$ cat src/rtl/blit_copy_engine_if.sv
// Blitter-port bus of the pattern memory: single-outstanding request/ack with
// word-aligned byte addresses.
interface blit_copy_engine_if #(
  parameter int ADDR_WIDTH = 16
);
  logic                  blit_request;
  logic [ADDR_WIDTH-1:0] blit_addr;
  logic                  blit_write;
  logic [3:0]            blit_byte_enable;
  logic [31:0]           blit_wdata;
  logic [31:0]           blit_rdata;
  logic                  blit_ack;

  modport master (
    output blit_request, blit_addr, blit_write, blit_byte_enable, blit_wdata,
    input  blit_rdata, blit_ack
  );

  modport slave (
    input  blit_request, blit_addr, blit_write, blit_byte_enable, blit_wdata,
    output blit_rdata, blit_ack
  );
endinterface

$ cat src/rtl/blit_copy_engine.sv
// CPU-programmed word copy / word fill engine driving the pattern memory's
// blitter port, one transaction in flight at a time.
module blit_copy_engine #(
  parameter int ADDR_WIDTH  = 16,
  parameter int COUNT_WIDTH = 14
) (
  input  logic                   clock,
  input  logic                   reset,
  input  logic                   start,
  input  logic                   abort,
  input  logic                   mode_fill,
  input  logic [ADDR_WIDTH-1:0]  src_addr,
  input  logic [ADDR_WIDTH-1:0]  dst_addr,
  input  logic [COUNT_WIDTH-1:0] word_count,
  input  logic [31:0]            fill_value,
  output logic                   busy,
  output logic                   done,
  output logic                   aborted,
  blit_copy_engine_if.master     blit
);

  typedef enum logic [2:0] {IDLE, RD_REQ, RD_WAIT, WR_REQ, WR_WAIT, FINISH} state_t;

  state_t                 state_q, state_d;
  logic [ADDR_WIDTH-1:0]  src_q, src_d, dst_q, dst_d, addr_q, addr_d;
  logic [COUNT_WIDTH-1:0] cnt_q, cnt_d;
  logic [31:0]            fill_q, fill_d, wdata_q, wdata_d;
  logic                   mode_q, mode_d, req_q, req_d, write_q, write_d;
  logic                   busy_q, busy_d, done_q, done_d, aborted_q, aborted_d;
  logic [ADDR_WIDTH-1:0]  src_nx, dst_nx;

  function automatic logic [ADDR_WIDTH-1:0] word_align(input logic [ADDR_WIDTH-1:0] a);
    return {a[ADDR_WIDTH-1:2], 2'b00};
  endfunction

  // Pointer increments wrap naturally modulo 2^ADDR_WIDTH.
  assign src_nx = src_q + ADDR_WIDTH'(4);
  assign dst_nx = dst_q + ADDR_WIDTH'(4);

  always_comb begin
    state_d   = state_q;
    src_d     = src_q;
    dst_d     = dst_q;
    cnt_d     = cnt_q;
    fill_d    = fill_q;
    mode_d    = mode_q;
    addr_d    = addr_q;
    wdata_d   = wdata_q;
    write_d   = write_q;
    req_d     = 1'b0;
    busy_d    = busy_q;
    done_d    = 1'b0;
    aborted_d = aborted_q;
    case (state_q)
      IDLE: begin
        if (start) begin
          src_d     = word_align(src_addr);
          dst_d     = word_align(dst_addr);
          cnt_d     = word_count;
          mode_d    = mode_fill;
          fill_d    = fill_value;
          aborted_d = 1'b0;
          busy_d    = 1'b1;
          if (word_count == '0) begin
            state_d = FINISH;
          end else if (mode_fill) begin
            state_d = WR_REQ;
            req_d   = 1'b1;
            write_d = 1'b1;
            addr_d  = word_align(dst_addr);
            wdata_d = fill_value;
          end else begin
            state_d = RD_REQ;
            req_d   = 1'b1;
            write_d = 1'b0;
            addr_d  = word_align(src_addr);
          end
        end
      end
      RD_REQ: state_d = RD_WAIT;
      RD_WAIT: begin
        if (blit.blit_ack) begin
          // The write data register doubles as the copy holding register.
          wdata_d = blit.blit_rdata;
          if (abort) begin
            state_d   = FINISH;
            done_d    = 1'b1;
            busy_d    = 1'b0;
            aborted_d = 1'b1;
          end else begin
            state_d = WR_REQ;
            req_d   = 1'b1;
            write_d = 1'b1;
            addr_d  = dst_q;
          end
        end
      end
      WR_REQ: state_d = WR_WAIT;
      WR_WAIT: begin
        if (blit.blit_ack) begin
          cnt_d = cnt_q - COUNT_WIDTH'(1);
          src_d = src_nx;
          dst_d = dst_nx;
          if (cnt_q == COUNT_WIDTH'(1) || abort) begin
            state_d   = FINISH;
            done_d    = 1'b1;
            busy_d    = 1'b0;
            aborted_d = (cnt_q != COUNT_WIDTH'(1));
          end else if (mode_q) begin
            state_d = WR_REQ;
            req_d   = 1'b1;
            write_d = 1'b1;
            addr_d  = dst_nx;
            wdata_d = fill_q;
          end else begin
            state_d = RD_REQ;
            req_d   = 1'b1;
            write_d = 1'b0;
            addr_d  = src_nx;
          end
        end
      end
      FINISH: begin
        // Arriving from IDLE (zero-length job) the done pulse is still owed.
        state_d = IDLE;
        if (busy_q) begin
          done_d = 1'b1;
          busy_d = 1'b0;
        end
      end
      default: state_d = IDLE;
    endcase
  end

  always_ff @(posedge clock or posedge reset) begin
    if (reset) begin
      state_q   <= IDLE;
      src_q     <= '0;
      dst_q     <= '0;
      cnt_q     <= '0;
      fill_q    <= '0;
      mode_q    <= 1'b0;
      addr_q    <= '0;
      wdata_q   <= '0;
      write_q   <= 1'b0;
      req_q     <= 1'b0;
      busy_q    <= 1'b0;
      done_q    <= 1'b0;
      aborted_q <= 1'b0;
    end else begin
      state_q   <= state_d;
      src_q     <= src_d;
      dst_q     <= dst_d;
      cnt_q     <= cnt_d;
      fill_q    <= fill_d;
      mode_q    <= mode_d;
      addr_q    <= addr_d;
      wdata_q   <= wdata_d;
      write_q   <= write_d;
      req_q     <= req_d;
      busy_q    <= busy_d;
      done_q    <= done_d;
      aborted_q <= aborted_d;
    end
  end

  assign busy                  = busy_q;
  assign done                  = done_q;
  assign aborted               = aborted_q;
  assign blit.blit_request     = req_q;
  assign blit.blit_addr        = addr_q;
  assign blit.blit_write       = write_q;
  assign blit.blit_wdata       = wdata_q;
  assign blit.blit_byte_enable = 4'hF;

endmodule

$ cat src/flat_wrapper.sv
// flat-port wrapper written by rule: the top's interface ports become plain ports
module blit_copy_engine_flat 
#(
  parameter int ADDR_WIDTH  = 16,
  parameter int COUNT_WIDTH = 14
)
  (clock, reset, start, abort, mode_fill, src_addr, dst_addr, word_count, fill_value, busy, done, aborted, blit_blit_request, blit_blit_addr, blit_blit_write, blit_blit_byte_enable, blit_blit_wdata, blit_blit_rdata, blit_blit_ack);
  blit_copy_engine_if #(.ADDR_WIDTH(ADDR_WIDTH)) blit_i ();
  input  logic clock;
  input  logic reset;
  input  logic start;
  input  logic abort;
  input  logic mode_fill;
  input  logic [ADDR_WIDTH-1:0] src_addr;
  input  logic [ADDR_WIDTH-1:0] dst_addr;
  input  logic [COUNT_WIDTH-1:0] word_count;
  input  logic [31:0] fill_value;
  output logic busy;
  output logic done;
  output logic aborted;
  output wire logic [$bits(blit_i.blit_request)-1:0] blit_blit_request;
  output wire logic [$bits(blit_i.blit_addr)-1:0] blit_blit_addr;
  output wire logic [$bits(blit_i.blit_write)-1:0] blit_blit_write;
  output wire logic [$bits(blit_i.blit_byte_enable)-1:0] blit_blit_byte_enable;
  output wire logic [$bits(blit_i.blit_wdata)-1:0] blit_blit_wdata;
  input wire logic [$bits(blit_i.blit_rdata)-1:0] blit_blit_rdata;
  input wire logic [$bits(blit_i.blit_ack)-1:0] blit_blit_ack;
  assign blit_blit_request = blit_i.blit_request;
  assign blit_blit_addr = blit_i.blit_addr;
  assign blit_blit_write = blit_i.blit_write;
  assign blit_blit_byte_enable = blit_i.blit_byte_enable;
  assign blit_blit_wdata = blit_i.blit_wdata;
  assign blit_i.blit_rdata = blit_blit_rdata;
  assign blit_i.blit_ack = blit_blit_ack;
  blit_copy_engine #(.ADDR_WIDTH(ADDR_WIDTH), .COUNT_WIDTH(COUNT_WIDTH)) u_core (.clock(clock), .reset(reset), .start(start), .abort(abort), .mode_fill(mode_fill), .src_addr(src_addr), .dst_addr(dst_addr), .word_count(word_count), .fill_value(fill_value), .busy(busy), .done(done), .aborted(aborted), .blit(blit_i));
endmodule
$ cat config.mk
export PLATFORM = sky130hd
export DESIGN_NAME = blit_copy_engine_flat
export DESIGN_NICKNAME = d
export VERILOG_FILES = /design/src/rtl/blit_copy_engine_if.sv /design/src/rtl/blit_copy_engine.sv /design/src/flat_wrapper.sv
export SDC_FILE = /design/constraint.sdc
export NUM_CORES = 1
export LEC_CHECK = 0
export CORE_AREA = 5 5 129 131
export DETAILED_ROUTE_END_ITERATION = 7
export DIE_AREA = 0 0 134 136
export GPL_ROUTABILITY_DRIVEN = 0
export GPL_TIMING_DRIVEN = 1
export PLACE_DENSITY = 0.8
export SLEW_MARGIN = 20
export SYNTH_ARGS = -nofsm -noshare
export SYNTH_HDL_FRONTEND = slang
export SYNTH_SLANG_ARGS = --single-unit
export TNS_END_PERCENT = 50
$ cat constraint.sdc
create_clock -name clock -period 5.15 [get_ports clock]
set_input_delay 1.03 -clock clock [delete_from_list [all_inputs] [get_ports clock]]
set_output_delay 1.03 -clock clock [all_outputs]
set_load 0.02 [all_outputs]
==> metrics.yaml, run 1 <==
postSynthRegisterBits: 130
fin_cells: 1125
clock.fmax_mhz: 301
drt-initial-drc-count: 611
yosysTopAreaCell: "dfrtp_1"
worstSetupPathType: "reg2reg"
r2r_slack_ps: 1820
clk_path_buf_depth: 2
h-tree-depth: 4
finClkSkew_ps: 8.77
status: "finished, final reports clean"
numCtsBuffers: 17
slew_headroom_pct: 27.0
n_fill_cell: 1247
die-area_mm2: 0.0182
synth_ff_type: "dfrtp_1"
worstMarginPinSlew_ps: 1090
io_buffers: 164
drc_errors: 0
ys_seq_area_share_pct: 42.4
fp.dieH_um: 136
cts.clk_slew.worst_paths_ps: 60
wirelength_mm: 22.6
cts_root_buf: "clkbuf_16"
yosysWarnings: 0
slew_violations: 0
num_vias: 7111
reg2regPathDepth: 5
wl_per_cell_um: 20.1
first_global_vias: 7001
dp_hpwl_mm: 15.0
grtUsageTotal_pct: 24.6
hold_viol: 0
final.min_clock_period_ps: 3330
place_inst: 1092
cts_tree: "yes"
cp_max_fo: 55
p_leak_nw: 3.85
synth_area_leaders: "dfrtp_1 42%, mux2_2 12%, o22ai_1 6.3%"
drive_above_1_share_pct: 15.8
numClockSinks: 130
regToRegStartpoint: "u_core.state_q[1]$_DFFE_PP0P_"
grt_overflow: 0
arrival_ps: 3630
p_per_area_mw_per_mm2: 671
grt_pass1_wl_mm: 35.7
setup_tns_ps: 0
rows: 46
fin_crit_sh_pct: 64.6
initial_core_util_pct: 49.6
crit_required_ps: 5450
async_flop_share_pct: 100
yosysTopAreaCellShare_pct: 42.4
min_from: "u_core.blit.blit_wdata[20]$_DFFE_PP0P_"
final_common_cell: "clkdlybuf4s50_1"
rsz0062_at_grt: "no"
cp-start-kind: "flip-flop"
ctsResizeCount: 0
firstDrtPassIters: 5
r2r-end: "u_core.blit.blit_addr[8]$_DFFE_PP0P_"
antenna_found_initial: 0
crit_path_end_kind: "flip-flop"
setup_ws_ps: 1820
hold_path_end: "u_core.blit.blit_wdata[20]$_DFFE_PP0P_"
syn_area_mm2: 0.00768
antenna_cells: 0
synth-edff-count: 0
hold_path.class: "reg2reg"
avgViaCountPerCell: 6.32
syn_inst: 797
ios: 173
final_cell_mix: "164 x clkdlybuf4s50_1, 129 x dfrtp_1, 80 x mux2_2, 79 x a21oi_1, 77 x o22ai_1"
coreArea_mm2: 0.0155
ir_drop_uv: 417
nets: 1040
yosysUniqueCellTypes: 69
holdBufCountCts: 0
setup_violations: 0
dp_slack_ps: 1590
holdPathStages: 1
grt_max_degree: 78
clk_latency_ps: 420
antenna_left: 0
syn_to_final_growth_pct: 29.7
syn_area_per_cell_um2: 9.64
maxCapViolations: 0
fp.dieW_um: 134
postCtsSetupBuffers: 0
power breakdown:
| group | internal (mW) | total, mW | leakage (nW) | switching (mW) |
|---|---|---|---|---|
| registers | 1.55 | 2.12 | 1.52 | 0.569 |
| logic | 1.56 | 3.28 | 2.03 | 1.72 |
| clock network | 0.823 | 1.29 | 0.299 | 0.469 |
synth_stat cells (3+ instances only):
| master | count |
|---|---|
| a21oi_1 | 79 |
| mux2_4 | 7 |
| clkbuf_1 | 42 |
| nor3_1 | 17 |
| mux2_2 | 80 |
| and3_1 | 6 |
| o221ai_1 | 3 |
| buf_4 | 11 |
| nor3_2 | 3 |
| a31oi_1 | 15 |
| o2bb2ai_1 | 8 |
| nand3_1 | 18 |
| nand2_1 | 47 |
| nand4_1 | 11 |
| nor4b_1 | 3 |
| buf_2 | 11 |
| o22a_1 | 11 |
| mux2i_1 | 11 |
| inv_1 | 8 |
| xnor2_1 | 5 |
| nor4_1 | 8 |
| and2_1 | 6 |
| o211ai_1 | 5 |
| xor2_1 | 7 |
| nor3b_1 | 4 |
| o22ai_1 | 77 |
| and4_1 | 6 |
| nand2b_1 | 3 |
| o21ai_0 | 38 |
| nor2_1 | 41 |
| nor2b_1 | 3 |
| a21o_1 | 3 |
| buf_6 | 3 |
| o21a_1 | 6 |
| a22oi_1 | 14 |
| ha_1 | 4 |
| dfrtp_1 | 130 |
| buf_1 | 4 |
worst max-delay path, stage by stage (launching register included):
cell	delay [ps]
dfrtp_2	1080
or3b_2	680
nand2_4	160
nand2_2	130
and3_1	720
mux2_2	410
layout make-up:
| type | instances | area, um2 | area share, % |
|---|---|---|---|
| sequential | 130 | 3250 | 32.7 |
| tap | 192 | 240 | 2.41 |
| clock buffer | 19 | 443 | 4.45 |
| inverter | 10 | 40.0 | 0.402 |
| multi-input combinational | 587 | 4050 | 40.7 |
| timing repair buffer | 174 | 1750 | 17.6 |
| clock inverter | 13 | 184 | 1.85 |
per-stage QoR:
stage	util, %	hold slack (ps)	power, mW	area [um2]
after global routing	64.4	518	7.11	9960
final	64.4	504	6.69	9960
after floorplan	-	479	4.32	7690
after global placement	60.1	487	5.26	9310
after CTS	64.2	505	6.68	9940
after detailed placement	60.1	491	5.35	9310
flip-flops by register name, summed over array words and instances (netlist names), 3 cells and up:
name,cells
u_core.state_q,3
u_core.dst_q,14
u_core.fill_q,32
u_core.blit.blit_addr,15
u_core.blit.blit_wdata,32
u_core.src_q,14
u_core.cnt_q,14
layer usage:
layer  GRT usage, %  wire [um]  part of all wire, %
met2           39.8      10900                   48
met1           31.4       9020                   40
met4           10.9        880                  3.9
met5              0          0                    0
met3           6.33       1790                  7.9
worst max-delay path by stage:
stage	startpoint	end	slack, ps	depth (start not counted)
after floorplan	reset	u_core.aborted$_DFFE_PP0P_	650	1
after global placement	blit_blit_ack	u_core.blit.blit_addr[11]$_DFFE_PP0P_	1600	6
after detailed placement	blit_blit_ack	u_core.blit.blit_addr[6]$_DFFE_PP0P_	1590	6
after CTS	u_core.state_q[1]$_DFFE_PP0P_	u_core.blit.blit_addr[11]$_DFFE_PP0P_	1860	5
after global routing	u_core.state_q[1]$_DFFE_PP0P_	u_core.blit.blit_addr[6]$_DFFE_PP0P_	1600	5
final	u_core.state_q[1]$_DFFE_PP0P_	u_core.blit.blit_addr[8]$_DFFE_PP0P_	1820	5
cell families (layout without fill, tap and decap cells):
family	count (synthesis)	after routing	share of synthesized area [%]
fa+ha+maj	4	4	0.652
other cells	1	4	0.0488
buf+inv	83	216	5.29
mux	98	98	14.5
compound gates	283	283	23.1
xor+xnor	12	12	1.37
flops	130	130	42.4
simple gates	186	186	12.6
No activity file was read; power rests on OpenSTA's default activity.
==> inputs of run 2 (changes only) <==
==> constraint.sdc (replaced) <==
create_clock -name clock -period 3.2 [get_ports clock]
set_input_delay 0.64 -clock clock [delete_from_list [all_inputs] [get_ports clock]]
set_output_delay 0.64 -clock clock [all_outputs]
set_load 0.02 [all_outputs]
==> metrics.yaml, run 2 (same netlist as run 1, synthesis figures left out) <==
status: "finished, final reports clean"
syn_to_final_growth_pct: 31.2
reg2regPathDepth: 5  # unchanged
avgViaCountPerCell: 6.27  # -0.84%
fin_crit_sh_pct: 82.4
regArea_mm2: 0.00325  # unchanged
die-area_mm2: 0.0182  # unchanged
cp_slowest_cell: "and3_1"
slew_violations: 0  # unchanged
crit_path_end_kind: "flip-flop"
cellInternalPower_mw: 6.37  # +62%
antenna_left: 0  # unchanged
cts_tree: "yes"
antenna_cells: 0  # unchanged
setup_ws_ps: 562  # -1260 ps
holdBufCountCts: 0  # unchanged
grt_overflow: 0  # unchanged
grt_pass1_wl_mm: 36.0  # +0.71%
numClockSinks: 130  # unchanged
cts_root_buf: "clkbuf_16"
cts.clk_slew.worst_paths_ps: 60  # about the same
clk_path_buf_depth: 2  # unchanged
cp_max_fo: 17  # -69%
fp.dieH_um: 136  # unchanged
p_clk_share_pct: 18.9  # -0.4 points
slowest_delay_ps: 760  # -320 ps
finClkSkew_ps: 9.74  # +0.963 ps
drc_errors: 0  # unchanged
dp_hpwl_mm: 15.6  # +4.0%
ir_drop_uv: 583  # +40%
worstMarginPinSlew_ps: 884  # -211 ps
worstPathCellList: "clkdlybuf4s50_1, mux2i_1, o2bb2ai_1, o311a_1, and3_1, mux2_2"
fin_util_pct: 65.1  # +0.71 points
dp_slack_ps: 136  # -1450 ps
p_leak_nw: 3.92  # +1.9%
switchingPower_mw: 4.54  # +65%
rows: 46  # unchanged
n_fill_cell: 1213  # -2.7%
wirelength_mm: 22.8  # +1.1%
postCtsSetupBuffers: 0  # unchanged
h-tree-depth: 4  # unchanged
final_cell_mix: "164 x clkdlybuf4s50_1, 129 x dfrtp_1, 80 x mux2_2, 79 x a21oi_1, 77 x o22ai_1"
slew_headroom_pct: 41.1  # +14 points
dpl_cell_area_mm2: 0.00945  # +1.5%
final.min_clock_period_ps: 2640
firstDrtPassIters: 5  # unchanged
final_area_mm2: 0.0101  # +1.1%
first_global_vias: 7098  # +1.4%
holdWs_ps: 505  # +1.11 ps
antenna_found_initial: 0  # unchanged
pwr-share-seq_pct: 30.0  # -1.7 points
place_inst: 1108  # +1.5%
ios: 173  # unchanged
maxCapViolations: 0  # unchanged
fin_cells: 1140  # +1.3%
clock.fmax_mhz: 379
num_vias: 7145  # +0.48%
arrival_ps: 2940  # -690 ps
drive_above_1_share_pct: 17.1  # +1.3 points
ctsResizeCount: 0  # unchanged
wl_per_cell_um: 20.0  # -0.21%
setup_tns_ps: 0  # unchanged
final_common_cell: "clkdlybuf4s50_1"
grt_max_degree: 131  # +68%
hold_viol: 0  # unchanged
holdPathStages: 1  # unchanged
comb_power_share_pct: 51.1  # +2.1 points
coreArea_mm2: 0.0155  # unchanged
nets: 1055  # +1.4%
grtUsageTotal_pct: 24.8  # +0.13 points
io_buffers: 164  # unchanged
crit_required_ps: 3500  # -1950 ps
p_per_area_mw_per_mm2: 1080  # +61%
multiInputGateArea_mm2: 0.00405  # about the same
setup_violations: 0  # unchanged
fp.dieW_um: 134  # unchanged
numCtsBuffers: 17  # unchanged
initial_core_util_pct: 49.6  # unchanged
p_total_mw: 10.9  # +63%
swShare_pct: 41.6  # +0.36 points
drt-initial-drc-count: 618  # +1.1%
cp-start-kind: "primary input"
clk_latency_ps: 420  # about the same
rsz0062_at_grt: "no"
worstSetupPathType: "in2reg"
hold_path.class: "reg2reg"
## run 2: cell types whose count changed in the layout (fill, tap and decap cells not counted), moves of 2 or more
cell      delta
buf_4       +14
inv_6        +5
buf_12       +2
clkinv_2     -2
inv_8        +2
## run 2: power groups by stage
stage | sequential [mW] | clock (mW) | combinational [mW]
6_report | 3.28 | 2.06 | 5.57
3_5_place_dp | 3.26 | 0 | 5.54
2_1_floorplan | 3.37 | 0 | 3.58
5_1_grt | 3.38 | 2.16 | 6.02
4_1_cts | 3.25 | 2.09 | 5.58
3_3_place_gp | 3.22 | 0 | 5.40
## run 2: final cells by class
type                            instances  area share [%]
Multi-Input combinational cell        587            40.2
Sequential cell                       130            32.3
Inverter                               10           0.410
Clock buffer                           17            4.22
Tap cell                              192            2.38
Clock inverter                         15            1.94
Timing Repair Buffer                  189            18.5
## run 2: worst paths after layout
kind / startpoint / to / slack, ps
worst min register to register: u_core.blit.blit_wdata[2]$_DFFE_PP0P_ / u_core.blit.blit_wdata[2]$_DFFE_PP0P_ / 510
worst max register to register: u_core.state_q[2]$_DFFE_PP0P_ / u_core.blit.blit_addr[6]$_DFFE_PP0P_ / 590
max in group asynchronous: reset / u_core.blit.blit_wdata[4]$_DFFE_PP0P_ / 1860
worst max-delay path: start / u_core.blit.blit_addr[6]$_DFFE_PP0P_ / 560
worst min-delay path: u_core.blit.blit_wdata[2]$_DFFE_PP0P_ / u_core.blit.blit_wdata[2]$_DFFE_PP0P_ / 510
min in group asynchronous: reset / u_core.blit.blit_wdata[21]$_DFFE_PP0P_ / 690
## run 2: critical path: cells and delay by family
family	cells	cell delay (ps)
multiplexers	2	560
AO/OA/AOI/OAI	2	460
AND/OR/NAND/NOR	1	760
buffers and inverters	1	510
## run 2: per-layer routing
metal  global-route usage, %  wire, um  up-vias  part of all wire, %
li1                        -         -     3316                    -
met1                    30.9      9100     3428                   40
met2                    39.6     10900      332                   48
met3                    7.07      1810       69                  7.9
met4                    12.2      1010        0                  4.4
met5                       0         0        -                    0
==> inputs of run 3 (changes only) <==
--- a/config.mk
+++ b/config.mk
@@ -5,12 +5,12 @@
 export SDC_FILE = /design/constraint.sdc
 export NUM_CORES = 1
 export LEC_CHECK = 0
-export CORE_AREA = 5 5 129 131
+export CORE_AREA = 5 5 136 138
 export DETAILED_ROUTE_END_ITERATION = 7
-export DIE_AREA = 0 0 134 136
+export DIE_AREA = 0 0 141 143
 export GPL_ROUTABILITY_DRIVEN = 0
 export GPL_TIMING_DRIVEN = 1
-export PLACE_DENSITY = 0.8
+export PLACE_DENSITY = 0.76
 export SLEW_MARGIN = 20
 export SYNTH_ARGS = -nofsm -noshare
 export SYNTH_HDL_FRONTEND = slang
==> constraint.sdc (replaced) <==
create_clock -name clock -period 2.3 [get_ports clock]
set_input_delay 0.46 -clock clock [delete_from_list [all_inputs] [get_ports clock]]
set_output_delay 0.46 -clock clock [all_outputs]
set_load 0.02 [all_outputs]
==> metrics.yaml, run 3 (same netlist as run 1, synthesis figures left out) <==
fin_crit_sh_pct: 94.7
drive_above_1_share_pct: 21.7  # +4.7 points
avgViaCountPerCell: 5.99  # -4.5%
switchingPower_mw: 6.48  # +43%
n_fill_cell: 1429  # +18%
reg2regPathDepth: 8  # +3
cts_root_buf: "clkbuf_16"
die-area_mm2: 0.0202  # +11%
clk_path_buf_depth: 2  # unchanged
final.min_clock_period_ps: 2180
r2r-end: "u_core.blit.blit_wdata[17]$_DFFE_PP0P_"
grt_overflow: 0  # unchanged
p_clk_share_pct: 17.9  # -1.0 points
clk_latency_ps: 420  # about the same
drt-initial-drc-count: 586  # -5.2%
wirelength_mm: 23.3  # +1.9%
r2r_slack_ps: 140  # -450 ps
ios: 173  # unchanged
nets: 1105  # +4.7%
cts_tree: "yes"
final_cell_mix: "164 x clkdlybuf4s50_1, 128 x dfrtp_1, 80 x mux2_2, 79 x a21oi_1, 77 x o22ai_1"
fp.dieW_um: 141  # +5.2%
firstDrtPassIters: 7  # +2
dp_hpwl_mm: 16.7  # +6.9%
cp_slowest_cell: "clkdlybuf4s50_1"
p_per_area_mw_per_mm2: 1470  # +36%
coreArea_mm2: 0.0171  # +10%
status: "finished, final reports clean"
p_leak_nw: 4.19  # +6.8%
dpl_cell_area_mm2: 0.00995  # +5.3%
numCtsBuffers: 17  # unchanged
holdBufCountCts: 0  # unchanged
final_area_mm2: 0.0106  # +5.1%
cp-start-kind: "primary input"
first_global_vias: 7222  # +1.7%
slew_violations: 0  # unchanged
swShare_pct: 41.7  # +0.071 points
crit_path_end_kind: "flip-flop"
pwr-share-seq_pct: 28.9  # -1.1 points
p_total_mw: 15.6  # +43%
grt_util_met3_pct: 6.06  # -1.0 points
final_common_cell: "clkdlybuf4s50_1"
ir_drop_uv: 820  # +41%
clock.fmax_mhz: 459
setup_violations: 0  # unchanged
crit_required_ps: 2600  # -900 ps
maxCapViolations: 0  # unchanged
antenna_cells: 0  # unchanged
comb_power_share_pct: 53.2  # +2.1 points
regToRegStartpoint: "u_core.cnt_q[1]$_DFFE_PP0P_"
worstSetupPathType: "in2reg"
hold_viol: 0  # unchanged
drc_errors: 0  # unchanged
syn_to_final_growth_pct: 37.9
worstMarginPinSlew_ps: 558  # -326 ps
grt_pass1_wl_mm: 37.4  # +3.9%
cts.clk_slew.worst_paths_ps: 70  # about the same
hold_path.class: "in2async"
wl_per_cell_um: 19.0  # -5.0%
io_buffers: 164  # unchanged
antenna_left: 0  # unchanged
grt_max_degree: 90  # -31%
grtUsageTotal_pct: 22.9  # -1.9 points
cellInternalPower_mw: 9.07  # +42%
use_met2_pct: 37.5  # -2.1 points
met1_usage_pct: 29.1  # -1.7 points
finClkSkew_ps: 13.1  # +3.36 ps
slowest_delay_ps: 440  # -320 ps
fp.dieH_um: 143  # +5.1%
worstPathCellList: "clkdlybuf4s50_1, nor4_2, nand4_1, o311a_1, o21ai_4, buf_12, mux2_2"
num_vias: 7320  # +2.4%
slew_headroom_pct: 62.5  # +21 points
arrival_ps: 2480  # -460 ps
rsz0062_at_grt: "no"
h-tree-depth: 4  # unchanged
antenna_found_initial: 0  # unchanged
initial_core_util_pct: 45.0  # -4.6 points
cp_max_fo: 16  # -1
rows: 48  # +4.3%
top_usage_layer: "met2"
numClockSinks: 130  # unchanged
==> run 3: what timing repair did <==
action	in CTS	in global routing
endpoints found under the setup margin	32	38
pin swaps	0	1
gates resized for setup	1	5
buffers inserted	0	0
==> run 3: critical path: cells and delay by family <==
kind / cells / cell delay (ps)
mux: 1 / 340
buf+inv: 2 / 630
simple gates: 2 / 500
compound gates: 2 / 530
==> run 3: cell type report <==
type                       instances  area [um2]  share of cell area (%)
multi-input combinational        587        4090                    38.6
sequential                       130        3260                    30.7
timing repair buffer             239        2320                    21.9
clock buffer                      17         425                    4.02
tap                              225         282                    2.66
clock inverter                    15         185                    1.75
inverter                          10        41.3                   0.390
==> run 3: routing by layer <==
metal | share of wire [%] | vias to the layer above
met4 | 2.7 | 0
li1 | - | 3422
met3 | 7.9 | 48
met1 | 41 | 3530
met5 | 0 | -
met2 | 49 | 320
==> run 3: stage by stage <==
step / setup TNS (ps) / hold slack, ps / std cells / setup slack [ps] / utilization (%)
2_1_floorplan: 0 / 479 / 800 / 164 / -
3_3_place_gp: -14000 / 487 / 1191 / -309 / 58.4
3_5_place_dp: -15090 / 492 / 1191 / -333 / 58.4
4_1_cts: 0 / 479 / 1223 / 66.2 / 62.0
5_1_grt: 0 / 516 / 1223 / 5.36 / 62.1
6_report: 0 / 484 / 1223 / 122 / 62.1
==> run 3: worst max-delay path by stage <==
stage | cells past startpoint | slack [ps] | end | from
after floorplan | 6 | 160 | u_core.blit.blit_addr[12]$_DFFE_PP0P_ | mode_fill
after global placement | 7 | -310 | u_core.blit.blit_addr[15]$_DFFE_PP0P_ | word_count[8]
after detailed placement | 7 | -330 | u_core.blit.blit_wdata[0]$_DFFE_PP0P_ | word_count[8]
after CTS | 8 | 70 | u_core.blit.blit_wdata[17]$_DFFE_PP0P_ | u_core.cnt_q[1]$_DFFE_PP0P_
after global routing | 7 | 5 | u_core.blit.blit_wdata[17]$_DFFE_PP0P_ | word_count[0]
final | 7 | 120 | u_core.blit.blit_wdata[17]$_DFFE_PP0P_ | word_count[8]
==> run 3: power groups by stage <==
| stage | clock network (mW) | registers (mW) | logic, mW |
|---|---|---|---|
| floorplan | 0 | 4.69 | 4.98 |
| global placement | 0 | 4.42 | 8.05 |
| detailed placement | 0 | 4.48 | 8.23 |
| CTS | 2.82 | 4.46 | 8.27 |
| global route | 2.91 | 4.65 | 8.96 |
| finish | 2.78 | 4.49 | 8.28 |
